[src/rtl/set_scan_ctrl.sv]
// Scan sequencer for the LU set-logic unit: walks the grid one point per cycle,
// presents circle coverage of each point to the external LU and counts its hits.
module set_scan_ctrl #(
  parameter int COORD_W  = 4,
  parameter int GRID_MIN = 1,
  parameter int GRID_MAX = 8,
  parameter int CNT_W    = 8
) (
  input  logic                   clk,
  input  logic                   rst,
  input  logic                   en,
  input  logic [6*COORD_W-1:0]   central,
  input  logic [3*COORD_W-1:0]   radius,
  input  logic [1:0]             mode,
  input  logic                   hit_i,
  output logic [2:0]             covered_o,
  output logic [1:0]             mode_o,
  output logic                   busy,
  output logic                   valid,
  output logic [CNT_W-1:0]       candidate
);

  localparam logic [1:0] IDLE = 2'd0;
  localparam logic [1:0] SCAN = 2'd1;
  localparam logic [1:0] DONE = 2'd2;

  localparam int SQ_W = 2*COORD_W + 2;
  localparam logic [COORD_W-1:0] GMIN = COORD_W'(GRID_MIN);
  localparam logic [COORD_W-1:0] GMAX = COORD_W'(GRID_MAX);

  logic [1:0]           state_q, state_d;
  logic [COORD_W-1:0]   x_q, x_d, y_q, y_d;
  logic [CNT_W-1:0]     cnt_q, cnt_d, cand_q, cand_d;
  logic [1:0]           mode_q, mode_d;
  logic [6*COORD_W-1:0] cen_q, cen_d;
  logic [3*COORD_W-1:0] rad_q, rad_d;
  logic                 in_a, in_b, in_c;

  // Inclusive disc test; differences are signed one bit wider than a coordinate.
  function automatic logic in_circle(input logic [COORD_W-1:0] px, py, cx, cy, r);
    logic signed [COORD_W:0] dx, dy;
    logic signed [SQ_W-1:0]  dxe, dye;
    logic [SQ_W-1:0]         d2, r2;
    dx  = $signed({1'b0, px}) - $signed({1'b0, cx});
    dy  = $signed({1'b0, py}) - $signed({1'b0, cy});
    dxe = SQ_W'(dx);
    dye = SQ_W'(dy);
    d2  = $unsigned(dxe * dxe) + $unsigned(dye * dye);
    r2  = SQ_W'(r) * SQ_W'(r);
    return d2 <= r2;
  endfunction

  function automatic logic [CNT_W-1:0] sat_inc(input logic [CNT_W-1:0] c, input logic h);
    return (h && (c != {CNT_W{1'b1}})) ? c + CNT_W'(1) : c;
  endfunction

  assign in_a = in_circle(x_q, y_q, cen_q[6*COORD_W-1 -: COORD_W], cen_q[5*COORD_W-1 -: COORD_W],
                          rad_q[3*COORD_W-1 -: COORD_W]);
  assign in_b = in_circle(x_q, y_q, cen_q[4*COORD_W-1 -: COORD_W], cen_q[3*COORD_W-1 -: COORD_W],
                          rad_q[2*COORD_W-1 -: COORD_W]);
  assign in_c = in_circle(x_q, y_q, cen_q[2*COORD_W-1 -: COORD_W], cen_q[COORD_W-1 -: COORD_W],
                          rad_q[COORD_W-1 -: COORD_W]);

  assign covered_o = (state_q == SCAN) ? {in_a, in_b, in_c} : 3'b000;
  assign mode_o    = mode_q;
  assign busy      = (state_q != IDLE);
  assign valid     = (state_q == DONE);
  assign candidate = cand_q;

  always_comb begin
    state_d = state_q;
    x_d     = x_q;
    y_d     = y_q;
    cnt_d   = cnt_q;
    cand_d  = cand_q;
    mode_d  = mode_q;
    cen_d   = cen_q;
    rad_d   = rad_q;
    case (state_q)
      IDLE: begin
        if (en) begin
          cen_d   = central;
          rad_d   = radius;
          mode_d  = mode;
          x_d     = GMIN;
          y_d     = GMIN;
          cnt_d   = '0;
          state_d = SCAN;
        end
      end
      SCAN: begin
        cnt_d = sat_inc(cnt_q, hit_i);
        if (x_q == GMAX) begin
          x_d = GMIN;
          if (y_q == GMAX) begin
            // Last point's hit is folded in so the result is ready during DONE.
            cand_d  = cnt_d;
            state_d = DONE;
          end else begin
            y_d = y_q + COORD_W'(1);
          end
        end else begin
          x_d = x_q + COORD_W'(1);
        end
      end
      DONE:    state_d = IDLE;
      default: state_d = IDLE;
    endcase
  end

  always_ff @(posedge clk) begin
    if (rst) begin
      state_q <= IDLE;
      x_q     <= '0;
      y_q     <= '0;
      cnt_q   <= '0;
      cand_q  <= '0;
      mode_q  <= '0;
    end else begin
      state_q <= state_d;
      x_q     <= x_d;
      y_q     <= y_d;
      cnt_q   <= cnt_d;
      cand_q  <= cand_d;
      mode_q  <= mode_d;
    end
  end

  // Circle descriptors are only observed through covered_o, which is gated by state.
  always_ff @(posedge clk) begin
    cen_q <= cen_d;
    rad_q <= rad_d;
  end

endmodule
[config.mk]
export PLATFORM = sky130hd
export DESIGN_NAME = set_scan_ctrl
export DESIGN_NICKNAME = d
export VERILOG_FILES = /design/src/rtl/set_scan_ctrl.sv
export SDC_FILE = /design/constraint.sdc
export NUM_CORES = 1
export LEC_CHECK = 0
export BUFFER_PORTS_ARGS = -buffer_cell sky130_fd_sc_hd__buf_2
export CORE_ASPECT_RATIO = 1.1
export CORE_MARGIN = 5
export CORE_UTILIZATION = 50
export CTS_CLUSTER_DIAMETER = 80
export DETAILED_ROUTE_END_ITERATION = 6
export GPL_TIMING_DRIVEN = 1
export PLACE_DENSITY = 0.68
export SYNTH_ARGS = -nofsm -noshare
export SYNTH_HDL_FRONTEND = slang
export SYNTH_SLANG_ARGS = --single-unit
[constraint.sdc]
create_clock -name clk -period 8.35 [get_ports clk]
set_input_delay 0.4175 -clock clk [delete_from_list [all_inputs] [get_ports clk]]
set_output_delay 0.4175 -clock clk [all_outputs]
set_load 0.01 [all_outputs]
; Word level (Yosys, flattened, before mapping)
; Cells that the tools add are included.
[op_classes]
reduce_logical = 9
n_eq_ne = 9
n_mux = 14
n_mul = 9
magnitude_cmp = 3
add_sub_neg = 12
[ops]
columns = cell, count
row1 = $mul 5x5->10, 6
row2 = $add 10x10->10, 3
row3 = $le 10x8->1, 3
row4 = $sub 4x4->5, 6
row5 = $mul 4x4->8, 3
row6 = $mux 4, 4
row7 = $mux 8, 2
row8 = $pmux 4 s2, 2
row9 = $pmux 8 s2, 1
row10 = $add 4x1->4 const B, 2
row11 = $add 8x1->8 const B, 1
row12 = $eq 4x4->1 const B, 2
row13 = $ne 8x8->1 const B, 1
row14 = $mux 2, 3
row15 = $reduce_and 3->1, 2
row16 = $ne 2x1->1 const B, 2
row17 = $ne 2x2->1 const B, 2
row18 = $pmux 2 s2, 1
row19 = $reduce_and 2->1, 2
row20 = $reduce_and 4->1, 1
row21 = $reduce_bool 2->1, 2
row22 = $mux 3, 1
row23 = $eq 2x1->1 const B, 1
row24 = $eq 2x2->1 const B, 1
row25 = 2 further kinds, 2
[totals]
ff_bits = 64

; Longest topological paths before layout
; Gate-level depths: netlist of the first run.
[depth]
word_depth = 5
mapped_depth = 28

; Worst setup path before layout of the first run
; OpenSTA, ideal clock, no wires.
[synth_timing]
path_type = register to output
from = reg y_q[1]
to = out covered_o[2]
slack_ps = 1874
t_required_ps = 7933
arrival_time_ps = 6058
stages_incl_launch_ff = 24
path_buffers = 0
cell_sequence = dfxtp_1 -> ha_1 -> a21o_1 -> a21o_1 -> xnor2_1 -> inv_1 -> nand2_1 -> inv_1 -> fa_1 -> inv_1 -> fa_1 -> fa_1 -> inv_1 -> fa_1 -> fa_1 -> inv_1 -> fa_1 -> xnor2_1 -> ha_1 -> a21o_1 -> a211oi_1 -> o21ai_0 -> a21oi_1 -> and3_1
[synth_via]
elab_chain_len = 5
[synth_rtl]
columns = item, line
row1 = "start, declared", 32  ; logic [COORD_W-1:0] x_q, x_d, y_q, y_d;
row2 = "start signal, assigned", 122  ; y_q <= y_d;
row3 = $sub 4x4->5, 45  ; dy = $signed({1'b0, py}) - $signed({1'b0, cy});
row4 = $mul 5x5->10, 48  ; d2 = $unsigned(dxe * dxe) + $unsigned(dye * dye);
row5 = $add 10x10->10, 48
row6 = $le 10x8->1, 50  ; return d2 <= r2;
row7 = $mux 3, 64  ; assign covered_o = (state_q == SCAN) ? {in_a, in_b, in_c} : 3'b000;
row8 = "end, declared", 16  ; output logic [2:0] covered_o,
; Every way passes these cells.

; Worst setup path in the final report of the first run
; Ends and elaborated chain as after synthesis.

==> summary.txt, run 1 <==
TritonCTS Buffers -> 9
Synth area leader -> fa_1
Area contributors post-synth -> fa_1, ha_1, edfxtp_1
Slew Limit Fails -> 0
CP most frequent cell -> fa_1
Initial antenna violation count -> 0
#FFs+latches synth -> 64
Predominant post-synthesis flop cell -> edfxtp_1
Drc violations -> 0
Syn Nets -> 1252
Synth cell count leaders -> inv_1, ha_1, fa_1
Endpoints failing setup -> 0
Clock Skews -> 0.008524 ns
Fmax -> 137.4 MHz
Site Rows -> 51
Crit end category -> primary output
Core ar. -> 0.01780 mm2
Worst-path cell with the longest stage delay -> dfxtp_1
Pre-CTS WS -> 1.385 ns
CP arrival -> 6.86 ns
First-pass DRT Iterations -> 6
# Post-CTS Setup Buffers -> 0
Final Hold Viols -> 0
Layout cells sized above 1 -> 8.480%
IO Port Bufs -> 56
CP max FO -> 9
Least-Margin Pin Slew -> 0.9981 ns
Die ar. -> 0.02107 mm2
Required @ worst endpoint -> 7.93 ns
Die width -> 138.9 um
Wire per inst -> 13.92 um
Cells after Synth -> 960
Crit path time final -> 7.280 ns
Area Growth Syn to Fin -> 9.030%
Cell variety after synth -> 49
Largest net degree at the start of global routing -> 42
Crit-path cells -> ha_1 > a21o_1 > a21o_1 > xnor2_1 > inv_1 > nand2_1 > inv_1 > fa_1 > inv_1 > fa_1 > fa_1 > inv_1 > fa_1 > fa_1 > inv_1 > fa_1 > xnor2_1 > ha_1 > a21o_1 > a211oi_1 > o21ai_0 > a21oi_1 > and3_1 > buf_2
Worst Hold Class -> in -> reg
Post-CTS Resized -> 0
Clock slew at reported path FFs -> 0.06 ns
Max stage delay on crit path -> 0.59 ns
CTS H-Tree Depth -> 3
Vias in the first global route -> 6615
Max-Cap Viols -> 0
Die height -> 151.7 um
Total congestion overflow -> 0
Final WL -> 17600 um
CTS tree -> done
Relative slew slack -> 33.36%
Avg Inst Size Synth -> 9.512 um2
Count leader, synth -> inv_1
Final #Nets -> 1313
GPL Wtd Cong -> 0.8413
Setup TNS -> 0 ns
First-pass GRT wire length -> 30630 um
Hold-fix buffers, CTS -> 0
RSZ-0062 raised after global routing -> false
Yosys top cell area share -> 25.43%
Dpl cell area -> 0.009682 mm2
Register area share after synthesis -> 17.98%
DR vias -> 6304
Crit Path Category -> reg -> out
DPL Wire Length -> 14880 um
Period utilisation layout -> 87.19%
DRT antenna net count -> 0
Worst setup SP type -> flip-flop
Clk root buf -> clkbuf_16
Outcome -> finished clean
Clock Tree Buf Depth -> 2
Number of synthesized flops with an enable pin -> 36
Drt first-iter violations -> 204
Worst setup margin -> 1.070 ns
Asr flop ratio synth -> 0%
Warnings from Yosys -> 0
Top Ports -> 57
Synthesized cell area -> 0.009131 mm2
Diodes inserted -> 0
Vias per inst -> 4.987
WHS -> 0.2535 ns
Clock sink count -> 64
Clk Latency, worst-skew pair -> 0.33 ns
Gr usage total -> 17.68%
Post-route cell area -> 0.009956 mm2
Initial Utilization -> 51.29%
## critical path, delay by kind of cell (launching register included)
family	cells	cell delay, ns
adder cells (fa/ha/maj)	8	3.63
AO/OA/AOI/OAI	6	1.00
flip-flops	1	0.59
buffers and inverters	6	0.51
XOR/XNOR	2	0.50
AND/OR/NAND/NOR	2	0.30
## worst paths after layout
| check | start | end | slack (ns) | cells past startpoint |
|---|---|---|---|---|
| setup reg to reg | state_q[0]$_SDFFE_PP0P_ | cnt_q[5]$_SDFFE_PP0P_ | 6.18 | 6 |
| setup / recovery | y_q[1]$_SDFFE_PP0P_ | covered_o[2] | 1.07 | 24 |
| hold / removal | central[22] | cen_q[22]$_DFFE_PP_ | 0.25 | 1 |
| hold reg to reg | mode_o[1]$_SDFFE_PP0P_ | mode_o[1]$_SDFFE_PP0P_ | 0.46 | 2 |
## routing by layer
metal  global-route usage [%]  up-vias  routed length (um)
met5                        0        -                   0
met4                    4.452        0                 233
met3                    1.883       15                 416
met2                    30.64       86                8477
met1                    24.00     3001                8470
li1                         -     3202                   -
## sequential cells by signal, indices dropped and copies added (netlist names)
register	cells
y_q	4
cnt_q	8
cen_q	24
candidate	8
mode_o	2
rad_q	12
state_q	2
x_q	4
## layout by cell type, fill, tap and decap left out, drive strengths merged, types with 4 or more instances in the layout
cell type,synthesis,final
inv,213,215
ha,134,134
fa,116,116
nor2,72,72
nand2,60,60
buf,3,57
xnor2,51,51
a21oi,37,37
edfxtp,36,36
a21o,31,31
dfxtp,28,28
and2,24,24
xor2,19,19
nor2b,17,17
a211oi,16,16
o21ai,15,15
nand2b,12,12
clkbuf,4,11
nor3,10,10
o21bai,9,9
a31oi,6,6
nand4,5,5
nand3,5,5
or2,4,4
and3,4,4
## cells by family (layout without fill, tap and decap cells)
logic type	Yosys count	in the layout	synth area share (%)
adders and majority gates	250	250	43.79
and+or+nand+nor	222	222	11.65
buffers and inverters	220	286	9.139
AOI/OAI and AO/OA	128	128	9.619
xor gates and xnor gates	73	73	7.495
DFF	64	64	17.98
muxes	3	3	0.3289
## area by class of cell
class	count	area (um2)
fillers	1572	7848
multi-input cells	676	6655
clock buffers	11	242.7
inverters	213	799.5
repair buffers	57	287.8
well taps	238	297.8
clock inverters	5	31.28
flip-flops and latches	64	1642
## per-stage QoR
step	instances	util, %
finish	1264	55.92
global route	1264	55.92
CTS	1264	55.92
detailed placement	1248	54.38
global placement	1248	54.38
floorplan	960	-
Power of run 1 is not shown: default switching activity piles up to over one toggle a cycle in this logic, so the estimate is an artifact.
==> run 2: changes to the inputs <==
- CORE_UTILIZATION: 50 -> 55
- PLACE_DENSITY: 0.68 -> 0.73
==> summary.txt, run 2 (synthesis gave the netlist of run 1 again) <==
Fmax -> 137.3 MHz (about the same)
GPL Wtd Cong -> 0.8925 (+6.1%)
Clock Tree Buf Depth -> 2 (unchanged)
CP arrival -> 6.86 ns (about the same)
Largest registers -> cen_q (24), rad_q (12)
Die width -> 132.9 um (-4.3%)
Die height -> 145.1 um (-4.3%)
Largest register by flop count -> cen_q
Initial Utilization -> 55.99% (+4.7 points)
Top Ports -> 57 (unchanged)
Diodes inserted -> 0 (unchanged)
CTS tree -> done
Reg2reg start -> state_q[0]$_SDFFE_PP0P_
Worst-path cell with the longest stage delay -> fa_1
CP max FO -> 6 (-3)
Max stage delay on crit path -> 0.58 ns (about the same)
CP Launch Point -> y_q[0]$_SDFFE_PP0P_
Hold-fix buffers, CTS -> 0 (unchanged)
Final WL -> 17370 um (-1.3%)
WL met3 -> 410 um (-1.4%)
Least-Margin Pin Slew -> 0.9221 ns (-0.07602 ns)
Worst setup margin -> 1.069 ns (-0.0005100 ns)
# Post-CTS Setup Buffers -> 0 (unchanged)
Site Rows -> 49 (-3.9%)
DRT antenna net count -> 0 (unchanged)
Worst-case reg-to-reg path depth -> 6 (unchanged)
Final #Nets -> 1313 (unchanged)
CP most frequent cell -> inv_1
RSZ-0062 raised after global routing -> false
Vias in the first global route -> 6568 (-0.71%)
First-pass DRT Iterations -> 4 (-2)
Filler Cell Count -> 1415 (-10%)
HP Start -> radius[9]
Clock sink count -> 64 (unchanged)
Max FFs per register -> 24 (unchanged)
Largest net degree at the start of global routing -> 42 (unchanged)
Crit path time final -> 7.281 ns (+0.0005100 ns)
Hold Path Sink -> rad_q[9]$_DFFE_PP_
Slew Limit Fails -> 0 (unchanged)
Period utilisation layout -> 87.20% (about the same)
Hold path depth -> 1 (unchanged)
Worst setup SP type -> flip-flop
Pre-CTS WS -> 1.421 ns (+0.03564 ns)
Endpoints failing setup -> 0 (unchanged)
Finished Core Util -> 60.96% (+5.0 points)
Drt first-iter violations -> 165 (-19%)
Top sig layer -> met4
Clock Skews -> 0.008902 ns (+0.0003780 ns)
CTS H-Tree Depth -> 3 (unchanged)
Most frequent cells in the layout -> inv_1, ha_1, fa_1, nor2_1, nand2_1
Clock slew at reported path FFs -> 0.06 ns (about the same)
IO Port Bufs -> 56 (unchanged)
DR vias -> 6363 (+0.94%)
Initial antenna violation count -> 0 (unchanged)
Setup TNS -> 0 ns (unchanged)
Gr usage total -> 19.05% (+1.4 points)
Crit Path Category -> reg -> out
Core ar. -> 0.01631 mm2 (-8.4%)
First-pass GRT wire length -> 30490 um (-0.45%)
Final Hold Viols -> 0 (unchanged)
Clk Latency, worst-skew pair -> 0.35 ns (+0.02 ns)
Die ar. -> 0.01928 mm2 (-8.5%)
Crit end category -> primary output
Worst Hold Class -> in -> reg
Layout cells sized above 1 -> 8.577% (+0.097 points)
Most common cell after layout, fill and taps aside -> inv_1
Outcome -> finished clean
Routed met2 length -> 8653 um (+2.1%)
Worst r2r dst -> cnt_q[5]$_SDFFE_PP0P_
Flop2flop setup slack -> 6.24 ns (+0.06 ns)
Required @ worst endpoint -> 7.93 ns (about the same)
DPL Wire Length -> 14640 um (-1.6%)
Max-Cap Viols -> 0 (unchanged)
Wire per inst -> 14.12 um (+1.4%)
Area Growth Syn to Fin -> 8.865%
Vias per inst -> 5.173 (+3.7%)
Total congestion overflow -> 0 (unchanged)
Post-CTS Resized -> 0 (unchanged)
Clk root buf -> clkbuf_16
Wl on met1 -> 7971 um (-5.9%)
Drc violations -> 0 (unchanged)
TritonCTS Buffers -> 9 (unchanged)
Relative slew slack -> 38.44% (+5.1 points)
==> run 2: cell types whose count changed in the layout (fill, tap and decap cells not counted), sizes merged <==
cell      previous run  this run
clkinv               3         1
clkbuf              11         9
inv                215       217
clkinvlp             0         1
bufinv               0         1
==> run 2: cell type report <==
cell class,count,area (um2),area share [%]
timing repair buffer,57,287.8,2.895
multi-input combinational,676,6655,66.95
clock inverter,7,76.32,0.7678
sequential,64,1642,16.51
clock buffer,9,225.2,2.266
tap,204,255.2,2.568
inverter,213,799.5,8.043
==> run 2: metal layers <==
layer  vias to the layer above  global-route usage [%]
met5                         -                       0
met4                         0                   5.873
met2                        75                   31.99
met1                      3063                   26.16
li1                       3200                       -
met3                        25                   1.835
==> run 2: per-stage QoR <==
stage / hold WS [ns] / cell area (um2) / instances
after CTS: 0.2346 / 9941 / 1230
after detailed placement: 0.4470 / 9639 / 1214
after floorplan: 0.4805 / 9131 / 960
after global placement: 0.4402 / 9639 / 1214
after global routing: 0.2354 / 9941 / 1230
final: 0.2433 / 9941 / 1230
==> run 2: worst max-delay path by stage <==
stage                   end  depth (start not counted)
2_1_floorplan  covered_o[2]                         23
3_3_place_gp   covered_o[0]                         26
3_5_place_dp   covered_o[0]                         26
4_1_cts        covered_o[0]                         24
5_1_grt        covered_o[0]                         24
6_report       covered_o[0]                         26
==> run 2: worst max-delay path: cells and delay by family (launching register included) <==
family          cells  cell delay, ns
simple gates        4            0.57
compound gates      4            0.81
fa+ha+maj           9            3.84
buf+inv             9            0.96
flops               1            0.34
Power of run 2 is left out for the same reason.
==> run 3: changes to the inputs <==
- CORE_MARGIN: 5 -> 2
- GPL_TIMING_DRIVEN: 1 -> 0
==> summary.txt, run 3 (synthesis gave the netlist of run 1 again) <==
Drc violations -> 0 (unchanged)
DPL Wire Length -> 14270 um (-2.5%)
Hold-fix buffers, CTS -> 0 (unchanged)
Largest registers -> cen_q (24), rad_q (12)
Least-Margin Pin Slew -> 0.9088 ns (-0.01327 ns)
CTS H-Tree Depth -> 3 (unchanged)
Hold path depth -> 1 (unchanged)
Final WL -> 16890 um (-2.8%)
Outcome -> finished clean
Die width -> 126.9 um (-4.5%)
Crit path time final -> 7.456 ns (+0.1749 ns)
Required @ worst endpoint -> 7.93 ns (about the same)
Worst Hold Class -> in -> reg
CP max FO -> 7 (+1)
Wire per inst -> 13.68 um (-3.2%)
Period utilisation layout -> 89.29% (+2.1 points)
Clock Skews -> 0.007386 ns (-0.001516 ns)
CTS tree -> done
Total congestion overflow -> 0 (unchanged)
Vias per inst -> 5.198 (+0.47%)
Drt first-iter violations -> 189 (+15%)
Worst-case reg-to-reg path depth -> 8 (+2)
Clock slew at reported path FFs -> 0.07 ns (about the same)
Final Hold Viols -> 0 (unchanged)
Largest register by flop count -> cen_q
Max-Cap Viols -> 0 (unchanged)
Layout cells sized above 1 -> 8.535% (-0.042 points)
Top Ports -> 57 (unchanged)
Max FFs per register -> 24 (unchanged)
# Post-CTS Setup Buffers -> 0 (unchanged)
Area Growth Syn to Fin -> 9.318%
Diodes inserted -> 0 (unchanged)
Endpoints failing setup -> 0 (unchanged)
Largest net degree at the start of global routing -> 42 (unchanged)
Initial antenna violation count -> 0 (unchanged)
First-pass GRT wire length -> 29340 um (-3.8%)
Clock sink count -> 64 (unchanged)
Gr usage total -> 20.33% (+1.3 points)
Clock Tree Buf Depth -> 2 (unchanged)
Post-CTS Resized -> 0 (unchanged)
Die height -> 139.1 um (-4.1%)
Vias in the first global route -> 6574 (+0.091%)
TritonCTS Buffers -> 9 (unchanged)
Initial Utilization -> 55.99% (unchanged)
CP arrival -> 7.04 ns (+0.18 ns)
First-pass DRT Iterations -> 4 (unchanged)
Core ar. -> 0.01631 mm2 (unchanged)
Most frequent cells in the layout -> inv_1, ha_1, fa_1, nor2_1, nand2_1
Clk root buf -> clkbuf_16
Fmax -> 134.1 MHz (-2.3%)
Relative slew slack -> 39.32% (+0.89 points)
Slew Limit Fails -> 0 (unchanged)
Final #Nets -> 1318 (+0.38%)
GPL Wtd Cong -> 0.8772 (-1.7%)
RSZ-0062 raised after global routing -> false
Most common cell after layout, fill and taps aside -> inv_1
Crit end category -> primary output
DR vias -> 6419 (+0.88%)
Site Rows -> 49 (unchanged)
Die ar. -> 0.01765 mm2 (-8.5%)
Crit Path Category -> reg -> out
DRT antenna net count -> 0 (unchanged)
Worst setup SP type -> flip-flop
IO Port Bufs -> 55 (-1.8%)
Clk Latency, worst-skew pair -> 0.34 ns (about the same)
Setup TNS -> 0 ns (unchanged)
==> run 3: metrics by stage <==
step | utilization (%) | worst slack, ns | cell area (um2) | hold slack, ns | instances
detailed placement | 59.25 | 1.194 | 9662 | 0.4470 | 1219
global route | 61.21 | 0.4716 | 9982 | 0.2414 | 1235
finish | 61.21 | 0.8942 | 9982 | 0.2495 | 1235
global placement | 59.25 | 1.268 | 9662 | 0.4418 | 1219
CTS | 61.21 | 0.8433 | 9982 | 0.2404 | 1235
floorplan | - | 1.874 | 9131 | 0.4805 | 960
==> run 3: worst max-delay path, stage by stage, from the launching register on <==
cell and delay (ns):
dfxtp_1 0.34, inv_1 0.26, ha_1 0.21, inv_1 0.06, fa_1 0.40, a21o_1 0.21
a21oi_1 0.43, and2_1 0.25, fa_1 0.41, inv_1 0.07, fa_1 0.43, fa_1 0.51
inv_1 0.06, fa_1 0.50, fa_1 0.58, inv_1 0.07, fa_1 0.46, nor2b_1 0.16
nor3_1 0.08, nor2_1 0.11, a21oi_1 0.07, ha_1 0.32, nand4b_1 0.11, o22ai_1 0.06
o21ai_0 0.32, nor3_2 0.05, buf_2 0.14
==> run 3: layout make-up <==
type / count / area, um2
multi-input combinational: 676 / 6655
clock inverter: 6 / 70.07
clock buffer: 10 / 250.2
fill: 1426 / 6326
tap: 204 / 255.2
timing repair buffer: 55 / 275.3
sequential: 64 / 1642
buffer: 7 / 35.03
inverter: 213 / 799.5
==> run 3: final timing paths <==
| check | start | endpoint | slack (ns) |
|---|---|---|---|
| setup / recovery | x_q[0]$_SDFFE_PP0P_ | covered_o[1] | 0.89 |
| hold / removal | central[21] | cen_q[21]$_DFFE_PP_ | 0.25 |
| setup reg to reg | x_q[0]$_SDFFE_PP0P_ | candidate[3]$_SDFFE_PP0P_ | 6.18 |
| hold reg to reg | mode_o[0]$_SDFFE_PP0P_ | mode_o[0]$_SDFFE_PP0P_ | 0.45 |
==> run 3: layer usage <==
| metal | vias to the layer above | wire length (um) | GRT usage (%) |
|---|---|---|---|
| met5 | - | 0 | 0 |
| met4 | 0 | 206 | 5.205 |
| met3 | 14 | 521 | 2.238 |
| met2 | 90 | 8630 | 36.08 |
| met1 | 3109 | 7534 | 26.54 |
| li1 | 3206 | - | - |
Power of run 3 is left out for the same reason.
